<file path="config.mk">
export PLATFORM = sky130hd
export DESIGN_NAME = round_controller
export DESIGN_NICKNAME = d
export VERILOG_FILES = /design/src/rtl/round_controller_pkg.sv /design/src/rtl/round_controller_seg7_decoder.sv /design/src/rtl/round_controller.sv
export SDC_FILE = /design/constraint.sdc
export NUM_CORES = 1
export LEC_CHECK = 0
export ABC_AREA = 1
export CAP_MARGIN = 0
export CORE_MARGIN = 2
export CORE_UTILIZATION = 40
export DETAILED_ROUTE_END_ITERATION = 16
export MAX_ROUTING_LAYER = met4
export PLACE_DENSITY = 0.56
export SLEW_MARGIN = 40
export SYNTH_ARGS = -nofsm -noshare
export SYNTH_HDL_FRONTEND = slang
export SYNTH_HIERARCHICAL = 1
export SYNTH_SLANG_ARGS = --single-unit
</file>
<file path="constraint.sdc">
create_clock -name clk -period 9.6 [get_ports clk]
set_clock_uncertainty 0.05 [all_clocks]
set_input_delay 0.96 -clock clk [delete_from_list [all_inputs] [get_ports clk]]
set_output_delay 0.96 -clock clk [all_outputs]
set_load 0.005 [all_outputs]
</file>
<file path="src/rtl/round_controller_pkg.sv">
// Shared encodings for the round controller: phases, hit codes, winner codes
// and the seven-segment blank digit.
package round_controller_pkg;

  typedef enum logic [1:0] {
    PH_FIGHT = 2'b00,
    PH_KO    = 2'b01,
    PH_OVER  = 2'b10
  } phase_t;

  typedef enum logic [1:0] {
    WIN_NONE = 2'b00,
    WIN_P1   = 2'b01,
    WIN_P2   = 2'b10
  } winner_t;

  localparam logic [1:0] HIT_NONE  = 2'b00;
  localparam logic [1:0] HIT_BASIC = 2'b01;

  localparam logic [3:0] DIGIT_BLANK = 4'd15;
  localparam logic [6:0] SEG_BLANK   = 7'h7F;

  // Packs {tens, ones} for a 0..99 health value; tens is blanked below 10.
  function automatic logic [7:0] health_digits(input logic [6:0] value);
    return {(value < 7'd10) ? DIGIT_BLANK : 4'(value / 7'd10), 4'(value % 7'd10)};
  endfunction

endpackage

</file>
<file path="src/rtl/round_controller_seg7_decoder.sv">
// Decimal digit to active-low seven-segment pattern (bit0 = segment a).
// Any code above 9, including DIGIT_BLANK, turns every segment off.
module seg7_decoder
  import round_controller_pkg::*;
(
  input  logic [3:0] digit,
  output logic [6:0] seg
);

  always_comb begin
    seg = SEG_BLANK;
    case (digit)
      4'd0: seg = 7'h40;
      4'd1: seg = 7'h79;
      4'd2: seg = 7'h24;
      4'd3: seg = 7'h30;
      4'd4: seg = 7'h19;
      4'd5: seg = 7'h12;
      4'd6: seg = 7'h02;
      4'd7: seg = 7'h78;
      4'd8: seg = 7'h00;
      4'd9: seg = 7'h10;
      default: seg = SEG_BLANK;
    endcase
  end

endmodule

</file>
<file path="src/rtl/round_controller.sv">
// Two-player fighting-game round controller: health, invulnerability windows,
// KO pause, round/match scoring and the six-digit score display.
module round_controller
  import round_controller_pkg::*;
#(
  parameter int MAX_HEALTH    = 10,
  parameter int BASIC_DMG     = 1,
  parameter int DIR_DMG       = 2,
  parameter int INVULN_FRAMES = 30,
  parameter int KO_FRAMES     = 120,
  parameter int ROUNDS_TO_WIN = 2
) (
  input  logic       clk,
  input  logic       rst,
  input  logic       frame_tick,
  input  logic [1:0] p1_hit,
  input  logic [1:0] p2_hit,
  input  logic       restart,
  output logic [6:0] p1_health,
  output logic [6:0] p2_health,
  output logic [1:0] p1_rounds,
  output logic [1:0] p2_rounds,
  output logic [1:0] phase,
  output logic       freeze,
  output logic [1:0] winner,
  output logic [6:0] hex0,
  output logic [6:0] hex1,
  output logic [6:0] hex2,
  output logic [6:0] hex3,
  output logic [6:0] hex4,
  output logic [6:0] hex5
);

  localparam logic [6:0]  HEALTH_INIT = 7'(MAX_HEALTH);
  localparam logic [6:0]  BASIC_D     = 7'(BASIC_DMG);
  localparam logic [6:0]  DIR_D       = 7'(DIR_DMG);
  localparam logic [15:0] INV_LOAD    = 16'(INVULN_FRAMES);
  localparam logic [15:0] KO_LAST     = 16'(KO_FRAMES - 1);
  localparam logic [1:0]  WIN_ROUNDS  = 2'(ROUNDS_TO_WIN);

  phase_t      state;
  logic [1:0]  p1_prev, p2_prev;
  logic [15:0] p1_inv, p2_inv, ko_cnt;
  logic        p1_ev, p2_ev;
  logic [6:0]  p1_dmg, p2_dmg, p1_next, p2_next;
  logic [7:0]  p1_digits, p2_digits;

  // A hit only counts on the 00 -> non-zero transition of the detector flag.
  always_comb begin
    p1_ev   = (p1_hit != HIT_NONE) && (p1_prev == HIT_NONE) && (state == PH_FIGHT) && (p1_inv == 16'd0);
    p2_ev   = (p2_hit != HIT_NONE) && (p2_prev == HIT_NONE) && (state == PH_FIGHT) && (p2_inv == 16'd0);
    p1_dmg  = (p1_hit == HIT_BASIC) ? BASIC_D : DIR_D;
    p2_dmg  = (p2_hit == HIT_BASIC) ? BASIC_D : DIR_D;
    p1_next = p1_health;
    p2_next = p2_health;
    if (p1_ev) p1_next = (p1_health > p1_dmg) ? p1_health - p1_dmg : 7'd0;
    if (p2_ev) p2_next = (p2_health > p2_dmg) ? p2_health - p2_dmg : 7'd0;
  end

  always_ff @(posedge clk) begin
    if (rst) begin
      state     <= PH_FIGHT;
      freeze    <= 1'b0;
      winner    <= WIN_NONE;
      p1_health <= HEALTH_INIT;
      p2_health <= HEALTH_INIT;
      p1_rounds <= 2'd0;
      p2_rounds <= 2'd0;
      p1_inv    <= 16'd0;
      p2_inv    <= 16'd0;
      ko_cnt    <= 16'd0;
      p1_prev   <= HIT_NONE;
      p2_prev   <= HIT_NONE;
    end else begin
      p1_prev <= p1_hit;
      p2_prev <= p2_hit;
      case (state)
        PH_FIGHT: begin
          p1_health <= p1_next;
          p2_health <= p2_next;
          if (p1_ev) p1_inv <= INV_LOAD;
          else if (frame_tick && p1_inv != 16'd0) p1_inv <= p1_inv - 16'd1;
          if (p2_ev) p2_inv <= INV_LOAD;
          else if (frame_tick && p2_inv != 16'd0) p2_inv <= p2_inv - 16'd1;
          if (p1_next == 7'd0 || p2_next == 7'd0) begin
            state  <= PH_KO;
            freeze <= 1'b1;
            ko_cnt <= 16'd0;
            // A double KO scores for nobody.
            if (p1_next == 7'd0 && p2_next != 7'd0 && p2_rounds != WIN_ROUNDS)
              p2_rounds <= p2_rounds + 2'd1;
            if (p2_next == 7'd0 && p1_next != 7'd0 && p1_rounds != WIN_ROUNDS)
              p1_rounds <= p1_rounds + 2'd1;
          end
        end
        PH_KO: begin
          if (frame_tick) begin
            if (ko_cnt == KO_LAST) begin
              if (p1_rounds == WIN_ROUNDS || p2_rounds == WIN_ROUNDS) begin
                state  <= PH_OVER;
                winner <= (p1_rounds == WIN_ROUNDS) ? WIN_P1 : WIN_P2;
              end else begin
                state     <= PH_FIGHT;
                freeze    <= 1'b0;
                p1_health <= HEALTH_INIT;
                p2_health <= HEALTH_INIT;
                p1_inv    <= 16'd0;
                p2_inv    <= 16'd0;
              end
            end else begin
              ko_cnt <= ko_cnt + 16'd1;
            end
          end
        end
        PH_OVER: begin
          if (restart) begin
            state     <= PH_FIGHT;
            freeze    <= 1'b0;
            winner    <= WIN_NONE;
            p1_health <= HEALTH_INIT;
            p2_health <= HEALTH_INIT;
            p1_rounds <= 2'd0;
            p2_rounds <= 2'd0;
            p1_inv    <= 16'd0;
            p2_inv    <= 16'd0;
          end
        end
        default: state <= PH_FIGHT;
      endcase
    end
  end

  assign phase     = state;
  assign p1_digits = health_digits(p1_health);
  assign p2_digits = health_digits(p2_health);

  seg7_decoder u_hex5 (.digit(p1_digits[7:4]),     .seg(hex5));
  seg7_decoder u_hex4 (.digit(p1_digits[3:0]),     .seg(hex4));
  seg7_decoder u_hex3 (.digit({2'b00, p1_rounds}), .seg(hex3));
  seg7_decoder u_hex2 (.digit({2'b00, p2_rounds}), .seg(hex2));
  seg7_decoder u_hex1 (.digit(p2_digits[7:4]),     .seg(hex1));
  seg7_decoder u_hex0 (.digit(p2_digits[3:0]),     .seg(hex0));

endmodule
</file>
# Yosys cells after proc, flatten, opt, wreduce, memory -nomap -nowiden
# Memories as Yosys holds them, arrays and structs flattened. A register that Yosys moved wholly into a read port is not among the register bits.
# Cells that the tools add are included.
# word_totals
latchBits,0
wordCells,148
rom_bits,672
out_inout_bits,65
in_bits,8
memories,6
regBits,75
ram_bits,0
# memory_table
memory,words,word_bits,rd,rd_ports_with_merged_regs,write_ports,line,rtl
(no name shown),16,7,1,0,0,round_controller_seg7_decoder.sv:12,case (digit)
(no name shown),16,7,1,0,0,round_controller_seg7_decoder.sv:12,
(no name shown),16,7,1,1,0,round_controller_seg7_decoder.sv:12,
(no name shown),16,7,1,1,0,round_controller_seg7_decoder.sv:12,
(no name shown),16,7,1,0,0,round_controller_seg7_decoder.sv:12,
(no name shown),16,7,1,0,0,round_controller_seg7_decoder.sv:12,
# classes
eq_ne,20
muxes,55
n_bitwise,0
n_shift,0
add_sub_neg,7
multipliers,0
div,4
n_reduce_logical,40
magnitude_cmp,4
# op_table
cell,n
$mux 16,11
$pmux 16 s3,2
$mux 7,8
$pmux 7 s3,2
$logic_not 16->1,2
$pmux 16 s2,1
$reduce_bool 16->1,2
$sub 16x1->16 const B,2
$mux 2,15
$mux 4,6
$reduce_and 6->1,3
$add 16x1->16 const B,1
$eq 16x7->1 const B,1
$ne 2x2->1 const B,8
$reduce_and 4->1,4
$div 7x4->7 const B,2
$gt 7x2->1,2
$logic_not 7->1,2
$lt 7x4->1 const B,2
$mod 7x4->7 const B,2
$reduce_bool 7->1,2
$sub 7x2->7,2
$logic_and 1x1->1,12
$pmux 2 s2,3
other kinds (13),33

# Longest topological paths before layout
# depth
ltp_word,13
ltp_mapped,26
mapped_depth_nobuf,26

# Hierarchy
# The synthesis kept the hierarchy.
# modules_own_cells
mod,seq_area_each_um2,area_per_inst_um2,cells_per_inst,n_inst
round_controller,1501.4,5400.2,878,1
seg7_decoder,0.0,187.7,35,6

# Worst setup path before layout
# Ideal clock, no wire load.
# synth_path
path_type,register -> output
from,reg p2_health[4]
to,out hex0[3]
required_time_ns,8.590
path_stages_with_launch,25
path_buffers,1
setup_slack_ns,5.832
arrival_time_ns,2.758
cell_sequence,dfxtp_1 buf_2 inv_1 nand3_1 nand3_1 nand2_1 nand3_1 nand3_1 nand3_1 nand2_1 nand2_1 nand2_1 inv_1 ha_1 nand3b_1 nand2_1 inv_2 nand2_1 nand2_1 nand2_1 inv_1 ha_1 nand2_1 nand3_1 nand2_1
# synth_between
elab_chain_cells,2
# synth_rtl
item,line,rtl
from (decl),round_controller.sv:20,"output logic [6:0] p2_health,"
from (signal assigned),round_controller.sv:80,p2_health <= p2_next;
$mod 7x4->7,round_controller_pkg.sv:25,"return {(value < 7'd10) ? DIGIT_BLANK : 4'(value / 7'd10), 4'(value % 7'd10)};"
via p2_digits[1],round_controller.sv:46,"logic [7:0] p1_digits, p2_digits;"
$mem_v2 16x7,-,
to (decl),round_controller.sv:26,"output logic [6:0] hex0,"
# The timed path passes the listed nets, and every way through them passes these cells.

# Worst setup path after layout
# layout_path
from,reg p2_health[6]
to,out hex0[3]
# Same word-level chain as after synthesis.

==> results.md <==
* Run status: completed
* Setup Fix Bufs, Post-CTS at 0
* Cell Area, Synth at 6530 µm²
* CTS tree: built
* Worst path max stage delay at roughly 0.49 ns
* Pwr Total at between 2 and 2.5 mW
* Most used cell, CP: nand2_1
* Core Area at 15900 µm²
* Largest area contributor in the netlist: dfxtp_1
* Place WS at about 5 ns
* Critical path's top delay family: simple AND/OR/NAND/NOR gates
* Period minus WS final at 4.95 ns
* Top cells by area, synth: dfxtp_1, nand2_1, ha_1
* Leakage power at 3.58 nW
* First-pass GRT wire length at 27.3 mm
* Buf/Inv on CP at 5
* Clock Latency Late Sink at 0.34 ns
* Fin crit share at 51.6%
* Syn-to-layout area delta at 17.8%
* Max-cap viol count at 0
* Relative slew slack at 56.9%
* Mapped Cells at ~1100
* ANT cells at 0
* Post-route setup TNS at 0 ns
* Share of the synthesized area in the top cell type at between 20 and 25%
* Worst VDD drop at around 0.00016 V
* Gr usage total at a little under a fifth
* Die width at roughly 130 µm
* Routed wire per std cell at about 11 µm
* CTS resizes at 0
* DRT iter0 DRCs at roughly 290
* Flops & latches, synth at 75
* Sequential fraction of the synthesis area at a little under a quarter
* Syn Area/Cell at 6.00 µm²
* Most used DFF post-synth: dfxtp_1
* Layout cell share with drive strength beyond 1 at 5.15%
* # clock sinks at 75
* TritonRoute pass-1 iters at 5
* Worst Tran Pin Value at between 0.6 and 0.7 ns
* Netlist cell types at 43
* Vias in the first global route at 5884
* Yosys warning count at 6
* Detailed-route DRC error count at 0
* Routability cong. at approximately 0.83
* Number of synthesized flops with an enable pin at 0
* Post-synthesis async set-or-reset flop share at 0%
* Final #Nets at roughly 1200
* Most frequent cells after synthesis: nand2_1, nor2_1, inv_1
* I/O Pins at 73
* H-tree depth at 3
* CTS Buf Count at 9
* Slowest-stage cell, CP: dfxtp_1
* Worst path cell trace: inv_1 -> nand2_1 -> nand3_1 -> nand2_1 -> nand3_1 -> nand3_1 -> nand3_1 -> nand2_1 -> nand2_1 -> nand2_1 -> inv_1 -> ha_1 -> nand3b_1 -> nand2_1 -> inv_2 -> nand2_1 -> nand2_1 -> nand2_1 -> inv_1 -> ha_1 -> nand2_1 -> nand3_1 -> nand2_1 -> clkdlybuf4s50_1
* Worst hold slack at 0.418 ns
* Gr ovfl total at 0
* Final worst setup slack at 4.65 ns
* Total wire length at 15.7 mm
* Initial antenna violation count at 0
* Initial Utilization at 40.9%
* Fillers at roughly 1700
* Pins Over Slew Limit at 0
* Critical Path Fanout Max at 9
* Worst Path Required at 8.59 ns
* Max Clock Freq at 202 MHz
* CTS Hold Bufs at 0
* Largest net degree at the start of global routing at 47
* Fin. Hold Viols at 0
* Die Area at 17400 µm²
* Via density at roughly 4.7
* Startpoint types: flop
* Most common cell in the netlist: nand2_1
* Final setup fails at 0
* Critical path class: reg -> out
* Max Root-Sink Buffers at 2
* Worst-path clk slew at 0.06 ns
* Path category of the worst min-delay check: reg -> reg
* Total number of vias at 6514
* RSZ-0062 raised after global routing: no
* Die height at 132 µm
* Detail Route Antenna Nets at 0
* Clk root buf: clkbuf_16
* Post-detail-place hpwl at 12.0 mm
* Setup crit end kind: output port
* Num rows at 46
* Power Dens Cells at between 200 and 300 nW/µm²
* I/O Buffers at 70
* Worst Path Arrival at between 3 and 4 ns
[worst paths after layout]
check | start | end | slack [ns] | cells after the start
worst max-delay path | p2_health[6] | hex0[3] | 4.65 | 24
worst min-delay path | winner[0] | winner[0] | 0.42 | 2
worst max register to register | phase[0] | p1_inv[15] | 6.05 | 11
worst min register to register | winner[0] | winner[0] | 0.42 | 2
[worst register-to-register path, cell delays in order, from the launching register on]
cell	delay, ns
dfxtp_1	0.34
inv_1	0.11
ha_1	0.51
nand3b_1	0.14
nor2_1	0.28
inv_1	0.12
nor2_4	0.25
a211oi_1	0.11
nor2_2	0.42
inv_1	0.36
o21ai_1	0.61
nor2_1	0.11
[cell type report]
type	count	area [µm²]	share of cell area [%]
multi-input cells	867	4420	57.4
clock inverters	4	25.0	0.325
well taps	216	270	3.52
clock buffers	12	256	3.34
repair buffers	71	706	9.18
inverters	137	514	6.69
flip-flops and latches	75	1500	19.5
[layout by cell type, fill, tap and decap left out, drive strengths merged, types with 2 or more instances in the layout]
cell type / instances
o22ai: 2
nand4: 16
inv: 131
o21a: 2
conb: 20
clkinvlp: 2
xnor2: 10
clkdlybuf4s50: 69
clkinv: 8
xor2: 28
or2: 7
ha: 45
nor3: 22
nor4: 5
nand2: 344
dfxtp: 75
nand3: 108
clkbuf: 12
o21ai: 44
o21bai: 2
nand3b: 7
fa: 2
buf: 2
a21oi: 64
nor2: 132
[where the power goes]
part           switching, mW  internal, mW
Clock                  0.133         0.188
Sequential            0.0747         0.362
Combinational          0.813         0.677
[sequential cells by signal, indices dropped and copies added (netlist names)]
| name | flops |
|---|---|
| ko_cnt | 16 |
| p1_inv | 16 |
| p2_inv | 16 |
| p1_health | 7 |
| p2_health | 7 |
| p1_prev | 2 |
| p1_rounds | 2 |
| p2_prev | 2 |
| p2_rounds | 2 |
| phase | 2 |
| winner | 2 |
| freeze | 1 |
[cell families (layout without fill, tap and decap cells)]
logic type               Yosys count  after routing  share of synthesized area, %
buffers and inverters            165            224                          10.5
adder cells (fa/ha/maj)           47             47                          9.24
XOR/XNOR                          38             38                          5.10
other                              1             20                        0.0575
AO/OA/AOI/OAI                    118            118                          9.87
flip-flops                        75             75                          23.0
AND/OR/NAND/NOR                  644            644                          42.3
[stage by stage]
step           cells  util [%]  area, µm²
2_1_floorplan   1107         -       6600
3_3_place_gp    1366      46.4       7400
3_5_place_dp    1366      46.5       7410
4_1_cts         1382      48.2       7690
5_1_grt         1382      48.2       7690
6_report        1382      48.2       7690
[routing by layer]
| layer | GRT usage (%) | up-vias | share of wire (%) | routed length (µm) |
|---|---|---|---|---|
| met5 | - | - | 0 | 0 |
| met4 | 4.05 | 0 | 0.96 | 151 |
| met3 | 2.58 | 10 | 3.2 | 502 |
| met2 | 31.2 | 81 | 45 | 7100 |
| met1 | 24.5 | 2837 | 51 | 7960 |
| li1 | - | 3586 | - | - |
No activity file was read; power rests on OpenSTA's default activity.
==> RTL change 1, RTL diff (same settings) <==
Reset style: asynchronous (`rst`), changed in one clocked block.
--- a/src/rtl/round_controller.sv
+++ b/src/rtl/round_controller.sv
@@ -58,5 +58,5 @@
   end
 
-  always_ff @(posedge clk) begin
+  always_ff @(posedge clk or posedge rst) begin
     if (rst) begin
       state     <= PH_FIGHT;
Formal check against the unedited RTL: differs if rst is asserted again (counterexample within 4 cycles, from zero or initial values and one cycle with rst high); with rst held inactive, the same outputs for 10 cycles.
==> RTL change 1 against the unedited design <==
Power down 7.3%. Final area is 5.9% higher. Area after synthesis grew 5.9%. Worst hold slack better by 0.015 ns. Die area grew 5.7%. Wire length increased by 4.5%. Sequential power up 13%. Sequential cell count is the same. Setup slack improved by 0.047 ns.
==> RTL change 1: results (changes against the unedited design) <==
metric	value	unit	change
M3 GR Usage	2.21	%	-0.37 points
via count	6517		+0.046%
Min-Delay Path Class	flop to flop		
Routability Congestion	0.881		+5.9%
setup slack, reg-to-reg	6.42	ns	+0.37 ns
placed cells	1352		-1.0%
top cells by count, synth	350 x nand2_1, 122 x inv_1, 115 x nor2_1		
Clk. pwr	0.339	mW	+6%
Synth Area in XOR/XNOR	5.07	%	-0.031 points
DR WL met2	7390	µm	+4.1%
Seq group	0.493	mW	+13%
fin nets	1193		-1.9%
dominant cells by area after synthesis	dfrtp_1 26%, nand2_1 19%, ha_1 8.1%		
hold worst-path end	winner[0]		
post-DR wirelength/cell	12.0	µm	+5.5%
Clock Power Share	16.3	%	+2.0 points
Compound-Gate Fraction of Synth Area	8.64	%	-1.2 points
vias in the first global route	5851		-0.56%
met3 WL post-DR	457	µm	-9.0%
Crit Path Max Fanout	7		-2
Crit. Startpoint	p2_health[4]		
DP HPWL	12300	µm	+3.1%
Worst VDD drop	0.106	mV	-33%
Leak	4.10	nW	+15%
met2 GRT Util	30.0	%	-1.2 points
largest net degree at the start of global routing	76		+62%
HP Start	winner[0]		
Post-synth ARST share	100	%	+100 points
Syn Area/Cell	6.54	µm²	+9.0%
share of post-route cells with drive strength above 1	7.26	%	+2.1 points
first-pass GRT wire length	27800	µm	+1.9%
Global Route met1 Usage	25.5	%	+1.0 points
status	complete, no violations		
Slew @ Worst Pin	0.686	ns	+0.0440 ns
Crit-path slowest cell	clkdlybuf4s50_1		
initial drt markers	355		+21%
Post-Synth Adder-Cell Area	8.73	%	-0.52 points
worst r2r src	phase[0]		
wl on met1	8240	µm	+3.5%
Arr. time, crit path	3.90	ns	-0.04 ns
Synth Flop Type	dfrtp_1		
sequential share of the synthesized area	27.2	%	+4.2 points
Vias/cell	4.76		+1.1%
gr usage total	19.1	%	+0.25 points
switching pwr	1.00	mW	-1.8%
end of the worst register-to-register path	ko_cnt[11]		
r2r worst-path depth	15		+4
-- RTL change 1: cell count changes in the layout (fill, tap and decap cells not counted), sizes merged, moves of 9 or more --
cell   delta
a21oi    -52
dfrtp    +71
dfxtp    -75
nand2    +18
nand3    -22
o21ai    +17
xnor2     -9
xor2     +11
-- RTL change 1: layout make-up --
type	instances	area (µm²)
inverters	136	514
repair buffers	71	712
clock inverters	2	37.5
well taps	225	282
fillers	1815	8970
clock buffers	14	254
flip-flops and latches	75	1880
multi-input cells	845	4460
-- RTL change 1: metrics by stage --
| step | hold WS, ns | instance area (µm²) | setup slack, ns |
|---|---|---|---|
| floorplan | 0.420 | 6980 | 5.80 |
| global placement | 0.420 | 7850 | 5.14 |
| detailed placement | 0.425 | 7850 | 5.03 |
| CTS | 0.438 | 8140 | 4.65 |
| global route | 0.486 | 8140 | 4.23 |
| finish | 0.433 | 8140 | 4.69 |
==> RTL change 2, RTL diff (same settings) <==
Made on the original files. Set the parameter `KO_FRAMES` to 60 (it was 120).
--- a/src/rtl/round_controller.sv
+++ b/src/rtl/round_controller.sv
@@ -8,5 +8,5 @@
   parameter int DIR_DMG       = 2,
   parameter int INVULN_FRAMES = 30,
-  parameter int KO_FRAMES     = 120,
+  parameter int KO_FRAMES     = 60,
   parameter int ROUNDS_TO_WIN = 2
 ) (
Check against the original RTL: same outputs for any inputs over 4 cycles, from zero or initial values and one cycle with rst high; that may be too few to reach the edited logic, so the function may still have changed.
==> RTL change 2 against the unedited design <==
Area after synthesis up 2.9%. Wire length decreased by 0.67%. Setup slack gained 0.088 ns. Power rose by 4.4%. Count of clock-buffer cells in the layout increased by 1. Sequential power up 4%. Final area is 2.3% higher. Critical path depth increased by 2. Sequential cell count did not move. Critical endpoint unchanged.
==> RTL change 2: results (changes against the unedited design) <==
metric	value	unit	change
status	complete, no violations		
Max Clk Rate	0.206	GHz	+1.8%
end of the worst register-to-register path	p1_inv[8]		
non-clk buf share	9.04	%	-0.14 points
HP Start	p2_inv[0]		
vias in the first global route	5795		-1.5%
Non-Filler Instances	1412		+2.2%
# clk buffers	13		+1
first-pass GRT wire length	26300	µm	-3.5%
Global Route met1 Usage	23.6	%	-0.88 points
setup slack, reg-to-reg	6.48	ns	+0.43 ns
Power Density	298	mW/mm²	+2.1%
via count	6621		+1.6%
worst r2r src	phase[1]		
hold worst-path end	p2_inv[0]		
placed inst area	0.00760	mm²	+2.6%
WHS	0.414	ns	-0.00453 ns
bufs w/o clock	72		+1.4%
Seq cells	75		unchanged
fin nets	1243		+2.2%
largest net degree at the start of global routing	44		-6.4%
wl on met1	7940	µm	-0.34%
share of post-route cells with drive strength above 1	6.88	%	+1.7 points
gr usage total	18.1	%	-0.78 points
r2r worst-path depth	12		+1
Place WS	5.09	ns	+0.0992 ns
dominant cells by area after synthesis	dfxtp_1 22%, nand2_1 18%, ha_1 8.4%		
Synth Area in XOR/XNOR	4.30	%	-0.79 points
DP HPWL	11900	µm	-0.77%
Compound-Gate Fraction of Synth Area	10.7	%	+0.79 points
Leak	3.67	nW	+2.5%
top cells by count, synth	328 x nand2_1, 137 x inv_1, 133 x nor2_1		
row cnt	47		+2.2%
met3 WL post-DR	428	µm	-15%
initial drt markers	198		-32%
RTL change 2: critical path: stages (launching register included):
cell	delay, ns
dfxtp_1	0.47
inv_1	0.13
nand2_1	0.07
nand2_1	0.07
inv_2	0.07
nand2_1	0.06
nand2_1	0.13
nand2_1	0.08
o21ai_1	0.08
nand2_1	0.08
inv_1	0.07
nand2_1	0.08
nand2_1	0.08
nand2_1	0.07
nand2_1	0.08
inv_1	0.04
ha_1	0.18
nand3b_1	0.24
nand3_1	0.15
nand2_1	0.06
nand2_1	0.15
inv_1	0.11
ha_1	0.28
nand2_1	0.08
nand3_1	0.08
nand2_1	0.06
clkdlybuf4s50_1	0.49
RTL change 2: where the power goes:
part | switching, mW | internal, mW | total, mW
combinational | 0.870 | 0.717 | 1.59
clock | 0.126 | 0.180 | 0.307
sequential | 0.0811 | 0.372 | 0.453
